===== src/rtl/fetch_pkg.sv =====
// Shared types and constants for the instruction-fetch controller.
package fetch_pkg;

  localparam int XLEN_DEFAULT = 32;
  localparam int INSTR_BYTES  = 4;

  typedef enum logic [1:0] {
    IDLE  = 2'd0,
    REQ   = 2'd1,
    WAIT  = 2'd2,
    DRAIN = 2'd3
  } fetch_state_t;

endpackage


===== src/rtl/fetch_out_buf.sv =====
// One-entry decode buffer: holds a fetched instruction with its PC and prediction.
module fetch_out_buf import fetch_pkg::*; #(
  parameter int XLEN = XLEN_DEFAULT
) (
  input  logic            clk,
  input  logic            reset,
  input  logic            load,
  input  logic            flush,
  input  logic            consume,
  input  logic [XLEN-1:0] load_instr,
  input  logic [XLEN-1:0] load_pc,
  input  logic            load_taken,
  input  logic [XLEN-1:0] load_target,
  output logic            if_valid,
  output logic [XLEN-1:0] if_instr,
  output logic [XLEN-1:0] if_pc,
  output logic            if_pred_taken,
  output logic [XLEN-1:0] if_pred_target
);

  logic            valid_r;
  logic [XLEN-1:0] instr_r;
  logic [XLEN-1:0] pc_r;
  logic            taken_r;
  logic [XLEN-1:0] target_r;

  // Flush beats load beats consume; a load while consuming keeps the new entry.
  always_ff @(posedge clk or posedge reset) begin
    if (reset) begin
      valid_r  <= 1'b0;
      instr_r  <= '0;
      pc_r     <= '0;
      taken_r  <= 1'b0;
      target_r <= '0;
    end else if (flush) begin
      valid_r <= 1'b0;
    end else if (load) begin
      valid_r  <= 1'b1;
      instr_r  <= load_instr;
      pc_r     <= load_pc;
      taken_r  <= load_taken;
      target_r <= load_target;
    end else if (valid_r && consume) begin
      valid_r <= 1'b0;
    end
  end

  assign if_valid       = valid_r;
  assign if_instr       = instr_r;
  assign if_pc          = pc_r;
  assign if_pred_taken  = taken_r;
  assign if_pred_target = target_r;

endmodule


===== src/rtl/fetch_ctrl.sv =====
// Instruction-fetch controller: owns the PC, issues one outstanding imem request
// at a time, and drops responses made stale by an execute-stage redirect.
module fetch_ctrl import fetch_pkg::*; #(
  parameter int              XLEN     = XLEN_DEFAULT,
  parameter logic [XLEN-1:0] RESET_PC = '0
) (
  input  logic            clk,
  input  logic            reset,
  output logic [XLEN-1:0] bp_pc,
  input  logic            bp_taken,
  input  logic [XLEN-1:0] bp_target,
  output logic            imem_req_valid,
  input  logic            imem_req_ready,
  output logic [XLEN-1:0] imem_req_addr,
  input  logic            imem_rsp_valid,
  input  logic [XLEN-1:0] imem_rsp_data,
  output logic            if_valid,
  input  logic            id_ready,
  output logic [XLEN-1:0] if_instr,
  output logic [XLEN-1:0] if_pc,
  output logic [XLEN-1:0] if_pred_target,
  output logic            if_pred_taken,
  input  logic            ex_redirect,
  input  logic [XLEN-1:0] ex_target
);

  localparam logic [XLEN-1:0] ALIGN_MASK = {{(XLEN-2){1'b1}}, 2'b00};
  localparam logic [XLEN-1:0] PC_STEP    = XLEN'(INSTR_BYTES);

  function automatic logic [XLEN-1:0] align_word(input logic [XLEN-1:0] addr);
    return addr & ALIGN_MASK;
  endfunction

  fetch_state_t    state_r;
  fetch_state_t    state_next_s;
  logic [XLEN-1:0] pc_r;
  logic [XLEN-1:0] pc_next_s;
  logic [XLEN-1:0] pred_next_s;
  logic [XLEN-1:0] fl_pc_r;
  logic            fl_taken_r;
  logic [XLEN-1:0] fl_next_r;
  logic            req_valid_s;
  logic            accept_s;
  logic            buf_load_s;

  // Request only when the decode buffer will have room at the next edge.
  assign req_valid_s = (state_r == REQ) && (!if_valid || id_ready);
  assign accept_s    = req_valid_s && imem_req_ready;
  assign pred_next_s = bp_taken ? align_word(bp_target) : (pc_r + PC_STEP);

  assign bp_pc          = pc_r;
  assign imem_req_addr  = pc_r;
  assign imem_req_valid = req_valid_s;

  // State and PC registers.
  always_ff @(posedge clk or posedge reset) begin
    if (reset) begin
      state_r <= IDLE;
      pc_r    <= RESET_PC;
    end else begin
      state_r <= state_next_s;
      pc_r    <= pc_next_s;
    end
  end

  // In-flight slot: PC and prediction of the request memory just accepted.
  always_ff @(posedge clk or posedge reset) begin
    if (reset) begin
      fl_pc_r    <= '0;
      fl_taken_r <= 1'b0;
      fl_next_r  <= '0;
    end else if (accept_s) begin
      fl_pc_r    <= pc_r;
      fl_taken_r <= bp_taken;
      fl_next_r  <= pred_next_s;
    end
  end

  // Next-state and next-PC selection; a redirect overrides everything else.
  always_comb begin
    state_next_s = state_r;
    pc_next_s    = pc_r;
    buf_load_s   = 1'b0;
    if (ex_redirect) begin
      pc_next_s = align_word(ex_target);
      case (state_r)
        IDLE:    state_next_s = REQ;
        REQ:     state_next_s = accept_s ? DRAIN : REQ;
        WAIT:    state_next_s = imem_rsp_valid ? REQ : DRAIN;
        DRAIN:   state_next_s = imem_rsp_valid ? REQ : DRAIN;
        default: state_next_s = IDLE;
      endcase
    end else begin
      case (state_r)
        IDLE: state_next_s = REQ;
        REQ: begin
          if (accept_s) begin
            pc_next_s    = pred_next_s;
            state_next_s = WAIT;
          end else begin
            state_next_s = REQ;
          end
        end
        WAIT: begin
          if (imem_rsp_valid) begin
            buf_load_s   = 1'b1;
            state_next_s = REQ;
          end else begin
            state_next_s = WAIT;
          end
        end
        DRAIN: begin
          if (imem_rsp_valid) begin
            state_next_s = REQ;
          end else begin
            state_next_s = DRAIN;
          end
        end
        default: state_next_s = IDLE;
      endcase
    end
  end

  fetch_out_buf #(.XLEN(XLEN)) u_out_buf (
    .clk            (clk),
    .reset          (reset),
    .load           (buf_load_s),
    .flush          (ex_redirect),
    .consume        (id_ready),
    .load_instr     (imem_rsp_data),
    .load_pc        (fl_pc_r),
    .load_taken     (fl_taken_r),
    .load_target    (fl_next_r),
    .if_valid       (if_valid),
    .if_instr       (if_instr),
    .if_pc          (if_pc),
    .if_pred_taken  (if_pred_taken),
    .if_pred_target (if_pred_target)
  );

endmodule

===== config.mk =====
export PLATFORM = sky130hd
export DESIGN_NAME = fetch_ctrl
export DESIGN_NICKNAME = d
export VERILOG_FILES = /design/src/rtl/fetch_pkg.sv /design/src/rtl/fetch_out_buf.sv /design/src/rtl/fetch_ctrl.sv
export SDC_FILE = /design/constraint.sdc
export NUM_CORES = 1
export LEC_CHECK = 0
export ABC_AREA = 1
export BUFFER_PORTS_ARGS = -buffer_cell sky130_fd_sc_hd__buf_2
export CAP_MARGIN = 20
export CORE_MARGIN = 2
export CORE_UTILIZATION = 35
export DETAILED_ROUTE_END_ITERATION = 7
export GPL_ROUTABILITY_DRIVEN = 1
export PLACE_DENSITY = 0.55
export SLEW_MARGIN = 20
export SYNTH_ARGS = -nofsm -noshare
export SYNTH_HDL_FRONTEND = slang
export SYNTH_SLANG_ARGS = --single-unit
export TNS_END_PERCENT = 100

===== constraint.sdc =====
create_clock -name clk -period 7.7 [get_ports clk]
set_input_delay 1.155 -clock clk [delete_from_list [all_inputs] [get_ports clk]]
set_output_delay 1.155 -clock clk [all_outputs]
set_load 0.02 [all_outputs]

==> summary.md <==
| Metric | Value |
|---|---|
| Status | `finished, final reports clean` |
| Setup-failing EPs final | `0` |
| Post-Route WL | `roughly 25 mm` |
| Synth top area share | `0.542` |
| Worst-Margin Slew | `around 0.99 ns` |
| Worst hold path type | `flop to flop` |
| Total Die Area | `27300 um2` |
| Total of max-cap violations | `0` |
| Tcrit/Tclk final | `0.430` |
| Num CTS Buffers | `17` |
| Max Clock Freq | `302 MHz` |
| Hold Vio Cnt, Final | `0` |
| Sw Share | `0.383` |
| Number of remaining DRC errors | `0` |
| H-Tree Depth | `4` |
| Pre-CTS setup slack | `~4 ns` |
| Fin nets | `roughly 1300` |
| Critical path fanouts, max | `72` |
| Clk Latency, worst-skew pair | `0.44 ns` |
| Lkg Pwr | `approximately 5.7 nW` |
| Cell taking the most area after synthesis | `dfrtp_1` |
| Cts hold-fix bufs | `0` |
| GPL Wtd Cong | `~0.85` |
| Synth top area cells | `dfrtp_1, nand2_1, o21ai_0` |
| Slew headroom | `0.342` |
| GRT Residual Overflow | `0` |
| Core area | `25300 um2` |
| Fraction of layout cells with a size suffix above 1 | `0.305` |
| Seq pwr share | `0.441` |
| Number of synthesized register bits | `slightly below 200` |
| Cell internal pwr | `approximately 2.2 mW` |
| Critical Path End Type | `flop` |
| DRT antenna net count | `0` |
| Number of global-route vias before repair | `about 7000` |
| Maximum clock path buffer count | `2` |
| Wirelength per Cell | `16.2 um` |
| Post-CTS Repair Setup Buffers | `0` |
| Port buffer count | `around 260` |
| Worst setup margin | `roughly 4.4 ns` |
| CTS tree | `built` |
| Largest net degree at the start of global routing | `between 100 and 150` |
| Layout Skew | `between 0.01 and 0.015 ns` |
| Root Buffer Master | `clkbuf_16` |
| Fin crit period | `3.31 ns` |
| Area Overhead vs Synth | `20.3%` |
| HP Start | `fl_pc_r[30]$_DFFE_PP0P_` |
| Final Max Slew Viols | `0` |
| DR pass1 iterations | `5` |
| PwrDens | `about 320 nW/um2` |
| Worst path max stage delay | `around 0.69 ns` |
| Worst r2r src | `u_out_buf.if_valid$_DFFE_PP0P_` |
| Initial antenna violation count | `0` |
| Mapped Cells | `~1000` |
| Critical Path AT | `3.63 ns` |
| Clk slew on worst S/H paths | `0.08 ns` |
| Vias per inst | `between 4 and 5` |
| Clock sink total | `197` |
| Sequential area share after synthesis | `0.542` |
| Synth Area per Inst | `around 9 um2` |
| Row cnt | `58` |
| # IOs | `between 200 and 300` |
| CP Class | `primary input to flop` |
| Net Count, Synth | `approximately 1100` |
| Antenna cell count | `0` |
| Netlist cell types | `31` |
| First-pass GRT wire length | `39.1 mm` |
| GRT Total Usage | `0.188` |
| Initial Util | `0.359` |
| Detailed placement HPWL | `17.9 mm` |
| Vias | `around 7300` |
| YS warnings | `0` |
| Die height | `165 um` |
| Setup crit start | `ex_redirect` |
| Clock Power Share | `0.247` |
| CP cell instances | `buf_2 > inv_2 > nand4_1 > buf_4 > mux2_2` |
| Setup TNS | `0 ns` |
| Unrepaired setup endpoints after global routing | `false` |
| Netlist Area Pre-Place | `around 9100 um2` |
| Worst EP required | `about 8 ns` |
| Die X | `between 150 and 200 um` |
| Resized cells post-CTS | `0` |
| Crit start category | `primary input` |
| Worst vdd ir | `approximately 0.00013 V` |
| Logic pwr share | `0.312` |
| Critical-path top delay cell | `buf_4` |
| Iter 0 DRT Violations | `approximately 480` |
| Worst hold-check slack | `just under 0.5 ns` |
| Switching pwr | `between 1 and 1.5 mW` |
logic make-up (layout without fill, tap and decap cells):
logic type	after synthesis	in the layout	synth area share
and+or+nand+nor	432	432	0.205
xor gates and xnor gates	6	6	0.00578
DFF	197	197	0.542
muxes	58	58	0.0719
buffers and inverters	171	394	0.0936
AOI/OAI and AO/OA	140	140	0.0796
adders and majority gates	1	1	0.00138
worst max-delay path: cells and delay by family:
family,cells,cell delay (ns)
buffers and inverters,3,1.77
and+or+nand+nor,1,0.22
muxes,1,0.42
area by class of cell:
type                            instances  area, um2
Fill cell                            2595      14400
Sequential cell                       197       4930
Multi-Input combinational cell        637       3310
Timing Repair Buffer                  266       1340
Clock buffer                           18        429
Tap cell                              330        413
Inverter                               96        368
Clock inverter                         14        139
path summary, 6_finish.rpt:
| path | endpoint | slack, ns | cells after the start |
|---|---|---|---|
| hold / removal | fl_pc_r[30]$_DFFE_PP0P_ | 0.48 | 2 |
| hold reg to reg | fl_pc_r[30]$_DFFE_PP0P_ | 0.48 | 2 |
| setup / recovery | u_out_buf.if_instr[16]$_DFFE_PP0P_ | 4.39 | 5 |
| setup reg to reg | bp_pc[5]$_DFFE_PP0P_ | 5.24 | 7 |
| min in group asynchronous | u_out_buf.if_instr[7]$_DFFE_PP0P_ | 0.88 | 2 |
| max in group asynchronous | u_out_buf.if_pred_target[8]$_DFFE_PP0P_ | 5.32 | 3 |
flip-flops by register name, indices dropped and copies added, names as in the netlist:
| signal | flops |
|---|---|
| state_r | 2 |
| fl_next_r | 32 |
| u_out_buf.if_instr | 32 |
| fl_pc_r | 32 |
| u_out_buf.if_pred_taken | 1 |
| u_out_buf.if_pred_target | 32 |
| bp_pc | 32 |
| u_out_buf.if_pc | 32 |
| u_out_buf.if_valid | 1 |
| fl_taken_r | 1 |
power groups by stage:
stage               Sequential (mW)  Combinational (mW)  Clock [mW]
floorplan                      1.81               0.467           0
global route                   1.60                1.22       0.939
finish                         1.55                1.10       0.873
detailed placement             1.58                1.12           0
global placement               1.56                1.10           0
CTS                            1.56                1.12       0.897
cells in the mapped netlist, drive strengths merged:
| cell | n |
|---|---|
| o21ai | 130 |
| ha | 1 |
| dfrtp | 197 |
| o22ai | 2 |
| xor2 | 5 |
| clkinv | 1 |
| clkbuf | 16 |
| inv | 95 |
| mux2 | 58 |
| buf | 59 |
| nand4 | 4 |
| xnor2 | 1 |
| nor2 | 95 |
| and2 | 3 |
| nand3 | 74 |
| nor3 | 2 |
| o211ai | 5 |
| o21bai | 3 |
| nand2 | 254 |
stage by stage:
step,power (mW),instances,utilization,cell area (um2)
after CTS,3.57,1558,0.432,10900
after floorplan,2.28,1005,-,9090
after global placement,2.67,1526,0.409,10400
final,3.53,1558,0.432,10900
after detailed placement,2.69,1526,0.409,10400
after global routing,3.77,1558,0.432,10900
metal layers:
| layer | up-vias | track usage | routed length [um] | share of wire |
|---|---|---|---|---|
| met1 | 3398 | 0.278 | 12100 | 0.48 |
| met3 | 16 | 0.0337 | 1560 | 0.062 |
| met5 | - | 0 | 0 | 0 |
| met4 | 0 | 0.0462 | 286 | 0.011 |
| met2 | 236 | 0.285 | 11300 | 0.45 |
| li1 | 3614 | - | - | - |
layout by cell type (no fill, tap or decap), drive strengths merged, types with 3 or more instances in the layout:
cell	instances
o211ai	5
clkbuf	18
and2	3
inv	101
nand2	254
dfrtp	197
mux2	58
o21bai	3
nand4	4
nand3	74
xor2	5
clkinv	8
buf	266
nor2	95
o21ai	130
Power figures use the tool's default switching activity.
